[config.mk]
export PLATFORM = sky130hd
export DESIGN_NAME = frame_draw_scheduler
export DESIGN_NICKNAME = d
export VERILOG_FILES = /design/src/rtl/frame_draw_scheduler_pkg.sv /design/src/rtl/frame_draw_scheduler_clear_scanner.sv /design/src/rtl/frame_draw_scheduler.sv
export SDC_FILE = /design/constraint.sdc
export NUM_CORES = 1
export LEC_CHECK = 0
export ABC_AREA = 1
export BUFFER_PORTS_ARGS = -buffer_cell sky130_fd_sc_hd__buf_2
export CAP_MARGIN = 20
export CORE_MARGIN = 2
export CORE_UTILIZATION = 40
export DETAILED_ROUTE_END_ITERATION = 12
export MAX_ROUTING_LAYER = met4
export SLEW_MARGIN = 30
export SYNTH_ARGS = -nofsm -noshare
export SYNTH_HDL_FRONTEND = slang
export SYNTH_SLANG_ARGS = --single-unit
[constraint.sdc]
create_clock -name clk -period 1.95 [get_ports clk]
set_input_delay 0.195 -clock clk [delete_from_list [all_inputs] [get_ports clk]]
set_output_delay 0.195 -clock clk [all_outputs]
set_load 0.05 [all_outputs]
[src/rtl/frame_draw_scheduler_pkg.sv]
// Shared types and constants for the snake game drawing path.
// Holds the draw-phase state enum, bus widths and the on-screen range check.
package snake_pkg;

  localparam int COLOUR_W     = 3;
  localparam int X_W          = 8;
  localparam int Y_W          = 7;
  localparam int DEF_SCREEN_W = 160;
  localparam int DEF_SCREEN_H = 120;

  typedef enum logic [1:0] {
    IDLE,
    CLEAR,
    SNAKE,
    FOOD
  } state_t;

  function automatic logic in_screen(input logic [X_W-1:0] x, input logic [Y_W-1:0] y,
                                     input int w, input int h);
    return (int'(x) < w) && (int'(y) < h);
  endfunction

endpackage

[src/rtl/frame_draw_scheduler_clear_scanner.sv]
// Raster x/y generator for the per-frame screen clear.
// With FRAME_DRAW_BORDER_EN defined, edge pixels get BORDER_COLOUR instead of BG_COLOUR.
module clear_scanner
  import snake_pkg::*;
#(
  parameter int                  SCREEN_W      = DEF_SCREEN_W,
  parameter int                  SCREEN_H      = DEF_SCREEN_H,
  parameter logic [COLOUR_W-1:0] BG_COLOUR     = 3'b000,
  parameter logic [COLOUR_W-1:0] BORDER_COLOUR = 3'b111
) (
  input  logic                clk,
  input  logic                reset_n,
  input  logic                start,
  input  logic                advance,
  output logic [X_W-1:0]      x,
  output logic [Y_W-1:0]      y,
  output logic                last,
  output logic [COLOUR_W-1:0] colour
);

  localparam logic [X_W-1:0] X_LAST = X_W'(SCREEN_W - 1);
  localparam logic [Y_W-1:0] Y_LAST = Y_W'(SCREEN_H - 1);

  // x runs fastest; the scan wraps to the origin after the final pixel.
  always_ff @(posedge clk or negedge reset_n) begin
    if (!reset_n) begin
      x <= '0;
      y <= '0;
    end else if (start) begin
      x <= '0;
      y <= '0;
    end else if (advance) begin
      if (x == X_LAST) begin
        x <= '0;
        y <= (y == Y_LAST) ? '0 : y + 1'b1;
      end else begin
        x <= x + 1'b1;
      end
    end
  end

  assign last = (x == X_LAST) && (y == Y_LAST);

`ifdef FRAME_DRAW_BORDER_EN
  logic on_border;
  assign on_border = (x == '0) || (x == X_LAST) || (y == '0) || (y == Y_LAST);
  assign colour    = on_border ? BORDER_COLOUR : BG_COLOUR;
`else
  assign colour = BG_COLOUR;
`endif

endmodule

[src/rtl/frame_draw_scheduler.sv]
// Owns the VGA adapter write port: per frame tick runs CLEAR, then SNAKE, then FOOD.
// Optional macro FRAME_DRAW_BORDER_EN draws a BORDER_COLOUR frame during CLEAR.
module frame_draw_scheduler
  import snake_pkg::*;
#(
  parameter int                  SCREEN_W      = DEF_SCREEN_W,
  parameter int                  SCREEN_H      = DEF_SCREEN_H,
  parameter int                  FRAME_CYCLES  = 25_000_000,
  parameter logic [COLOUR_W-1:0] BG_COLOUR     = 3'b000,
  parameter logic [COLOUR_W-1:0] BORDER_COLOUR = 3'b111
) (
  input  logic                clk,
  input  logic                reset_n,
  input  logic                snake_valid,
  input  logic [X_W-1:0]      snake_x,
  input  logic [Y_W-1:0]      snake_y,
  input  logic [COLOUR_W-1:0] snake_colour,
  input  logic                snake_last,
  output logic                snake_ready,
  input  logic                food_valid,
  input  logic [X_W-1:0]      food_x,
  input  logic [Y_W-1:0]      food_y,
  input  logic [COLOUR_W-1:0] food_colour,
  input  logic                food_last,
  output logic                food_ready,
  output logic [X_W-1:0]      vga_x,
  output logic [Y_W-1:0]      vga_y,
  output logic [COLOUR_W-1:0] vga_colour,
  output logic                vga_plot,
  output logic                frame_done,
  output logic                overrun,
  output logic                busy
);

  // One extra count of headroom so FRAME_CYCLES itself is representable.
  localparam int CNT_W = $clog2(FRAME_CYCLES + 1);

  logic [CNT_W-1:0]    tick_cnt;
  logic                tick;
  state_t              state, next_state;
  logic                scan_start, scan_advance, scan_last;
  logic [X_W-1:0]      scan_x;
  logic [Y_W-1:0]      scan_y;
  logic [COLOUR_W-1:0] scan_colour;
  logic                snake_hs, food_hs;

  assign tick = (tick_cnt == CNT_W'(FRAME_CYCLES - 1));

  always_ff @(posedge clk or negedge reset_n) begin
    if (!reset_n)  tick_cnt <= '0;
    else if (tick) tick_cnt <= '0;
    else           tick_cnt <= tick_cnt + 1'b1;
  end

  clear_scanner #(
    .SCREEN_W     (SCREEN_W),
    .SCREEN_H     (SCREEN_H),
    .BG_COLOUR    (BG_COLOUR),
    .BORDER_COLOUR(BORDER_COLOUR)
  ) u_scanner (
    .clk    (clk),
    .reset_n(reset_n),
    .start  (scan_start),
    .advance(scan_advance),
    .x      (scan_x),
    .y      (scan_y),
    .last   (scan_last),
    .colour (scan_colour)
  );

  always_ff @(posedge clk or negedge reset_n) begin
    if (!reset_n) state <= IDLE;
    else          state <= next_state;
  end

  always_comb begin
    next_state   = state;
    scan_start   = 1'b0;
    scan_advance = 1'b0;
    snake_ready  = 1'b0;
    food_ready   = 1'b0;
    case (state)
      IDLE: begin
        if (tick) begin
          next_state = CLEAR;
          scan_start = 1'b1;
        end
      end
      CLEAR: begin
        scan_advance = 1'b1;
        if (scan_last) next_state = SNAKE;
      end
      SNAKE: begin
        snake_ready = 1'b1;
        if (snake_valid && snake_last) next_state = FOOD;
      end
      FOOD: begin
        food_ready = 1'b1;
        if (food_valid && food_last) next_state = IDLE;
      end
      default: next_state = IDLE;
    endcase
  end

  assign busy     = (state != IDLE);
  assign snake_hs = snake_valid && snake_ready;
  assign food_hs  = food_valid && food_ready;

  // Off-screen requester pixels still complete their handshake but never reach the adapter.
  always_ff @(posedge clk or negedge reset_n) begin
    if (!reset_n) begin
      vga_x      <= '0;
      vga_y      <= '0;
      vga_colour <= '0;
      vga_plot   <= 1'b0;
      frame_done <= 1'b0;
      overrun    <= 1'b0;
    end else begin
      vga_plot   <= 1'b0;
      frame_done <= 1'b0;
      if (tick && (state != IDLE)) overrun <= 1'b1;
      if (state == CLEAR) begin
        vga_x      <= scan_x;
        vga_y      <= scan_y;
        vga_colour <= scan_colour;
        vga_plot   <= 1'b1;
      end else if (snake_hs) begin
        if (in_screen(snake_x, snake_y, SCREEN_W, SCREEN_H)) begin
          vga_x      <= snake_x;
          vga_y      <= snake_y;
          vga_colour <= snake_colour;
          vga_plot   <= 1'b1;
        end
      end else if (food_hs) begin
        if (in_screen(food_x, food_y, SCREEN_W, SCREEN_H)) begin
          vga_x      <= food_x;
          vga_y      <= food_y;
          vga_colour <= food_colour;
          vga_plot   <= 1'b1;
        end
        frame_done <= food_last;
      end
    end
  end

endmodule

==> metrics.txt <==
status=finished, final reports clean; dpl ws=approximately 0.16 ns; simple-gate portion of the synthesized area=between 30 and 40%; Worst-path clk slew=approximately 0.070 ns; Mean Syn Cell Area=7.184 um2; Worst EP required=around 1.8 ns; WHS=between 0.1 and 0.15 ns; Compound-Gate Fraction of Synth Area=5.961%; n_diodes=0; Slew Limit Fails=0; first-pass GRT wire length=between 15,000 and 20,000 um; DR iter-0 viols=between 200 and 250; Post-CTS Setup Repair Bufs=0; top_reg_cell synth=dfrtp_1; Final Core Density=roughly 48%; Wirelength per Cell=approximately 13 um; Root Buffer=clkbuf_8; MaxCap Viol Count=0; crit-path most repeated cell=inv_1; Initial DRT Pass Iterations=5; max incr delay on CP=approximately 0.41 ns; largest net degree at the start of global routing=43; Yosys reg bits=between 60 and 70; largest family of logic cells by synthesized area=simple AND/OR/NAND/NOR gates; most common cell after layout, fill and taps aside=nand2_1; H-tree levels=3; Worst Setup Path Type=reg -> out; Clock Tree Buf Depth=2; Total Routed Length=approximately 9200 um; maximum clock frequency=~0.56 GHz; CP arrival=around 1.6 ns; GPL Wtd Cong=slightly above 0.9; CP Launch Type=flop; Crit. End Element=output pin; fillers=slightly above 900; area post-placement=~4200 um2; Design Area, Final=between 4000 and 5000 um2; Row Count=35; Vias/cell=~5; layout cells sized above 1=20.10%; area grow syn2layout=17.55%; area of the mapped netlist=~3800 um2; vias in the first global route=between 3,000 and 4,000; core area=9196 um2; Slew @ Worst Pin=roughly 0.55 ns; Adder-Cell Fraction of Synth Area=under 10%; initial antenna violation count=0; CTS tree=yes; endpoints failing setup=0; Post-synth EDFFs=0; die height=about 100 um; GRT Total Usage=approximately 20%; placed cells=between 600 and 700; Tcrit/Tclk final=91.99%; PD cells=564.6 nW/um2; CP Cell Sequence=inv_1 > ha_1 > buf_4 > inv_1 > buf_2; Power Total=between 2 and 2.5 mW; Port Buffers=65; post-synthesis mux area share=0%; Ports=66; die width=100.9 um; clock sink count=63; GRT Residual Overflow=0; die area=roughly 10,000 um2; Initial Util=around two fifths; RSZ-0062 raised after global routing=false; Leak=roughly 2.3 nW; cells after synthesis=523; DP Wirelength=6882 um; setup ws final=roughly 0.16 ns; nets@finish=approximately 650; Hold Path Class=in -> reg; setup TNS=0 ns; final hold viol count=0; via count=about 3,500; Post-Synth XOR/XNOR Area=under 10%; Max rail drop VDD=roughly 240 uV; leading cell types in the layout, fill and taps excluded=178 x nand2_1, 65 x buf_2, 64 x nor2_1, 63 x dfrtp_1, 50 x inv_1; share of async-settable or async-resettable flops after synthesis=100.0%; syn nets=around 570; Post-Route Skew=~0.0098 ns; post-synthesis sequential area ratio=a little over two fifths; Slew headroom=around 63%; DR DRC count=0; CTS Buf Count=9; Period minus WS final=about 1.8 ns; Critical-path top delay cell=dfrtp_1; DRT antenna net count=0; crit-path max FO=4; worst-skew pair later-pin latency=roughly 0.34 ns; count of cell types in the netlist=35; Layout Cells excl Fill=between 700 and 800; Syn. warnings=0
[power breakdown]
part           switching [mW]  internal (mW)  total (mW)
combinational          0.0550         0.0445      0.0995
sequential                  0           1.31        1.31
clock                   0.508          0.580        1.09
[worst max-delay path, delay by kind of cell, from the launching register on]
| family | cells | cell delay [ns] |
|---|---|---|
| DFF | 1 | 0.41 |
| adders and majority gates | 1 | 0.26 |
| buffers and inverters | 4 | 0.58 |
[routing by layer]
layer,up-vias,global-route usage [%],wire [um]
li1,1807,-,-
met1,1595,26.20,4373
met2,96,32.00,4217
met3,11,3.814,464
met4,0,6.861,145
met5,-,-,0
[final timing paths]
kind                       cells after the start                     to                  start  slack [ns]
max reg2reg                                   11   vga_y[4]$_DFFE_PN0P_   state[0]$_DFFE_PN0P_        0.22
min                                            2   frame_done$_DFF_PN0_              food_last        0.13
min reg2reg                                    1  tick_cnt[0]$_DFF_PN0_  tick_cnt[0]$_DFF_PN0_        0.47
max                                            5                   busy   state[0]$_DFFE_PN0P_        0.16
max in group asynchronous                      3   state[0]$_DFFE_PN0P_                reset_n        0.97
min in group asynchronous                      2   vga_x[1]$_DFFE_PN0P_                reset_n        0.37
[synthesized netlist by cell type, types with 6 or more instances]
library cell | count | area [um2]
nand2_1 | 178 | 668.1
nand4_1 | 15 | 93.84
nand2_2 | 10 | 62.56
inv_2 | 6 | 22.52
dfrtp_1 | 63 | 1577
nand3_1 | 43 | 215.2
ha_1 | 8 | 100.1
xor2_1 | 7 | 61.31
nor2_1 | 64 | 240.2
inv_1 | 50 | 187.7
a21oi_1 | 10 | 50.05
o21ai_0 | 22 | 110.1
[logic make-up (layout without fill, tap and decap cells)]
| logic type | after synthesis | after routing |
|---|---|---|
| compound gates | 41 | 41 |
| xor+xnor | 9 | 9 |
| fa+ha+maj | 8 | 8 |
| buf+inv | 69 | 148 |
| flops | 63 | 63 |
| simple gates | 333 | 333 |
[sequential cells by signal (all words and copies together), names as in the netlist]
name	flops
vga_plot	1
vga_colour	3
tick_cnt	25
state	2
vga_x	8
u_scanner.y	7
vga_y	7
overrun	1
frame_done	1
u_scanner.x	8
[area by class of cell]
class,count,area (um2),share of cell area (%)
clock buffer,11,131.4,2.975
clock inverter,4,47.55,1.076
inverter,58,222.7,5.042
multi-input combinational,391,1881,42.58
sequential,63,1577,35.69
tap,111,138.9,3.144
timing repair buffer,75,419.2,9.490
[timing repair]
item / 4_1_cts / 5_1_grt
hold buffers: 1 / 0
setup endpoints to repair: 0 / 8
endpoints found under the hold margin: 21 / 0
resized for setup: 0 / 1
(Power assumes the default switching activity.)
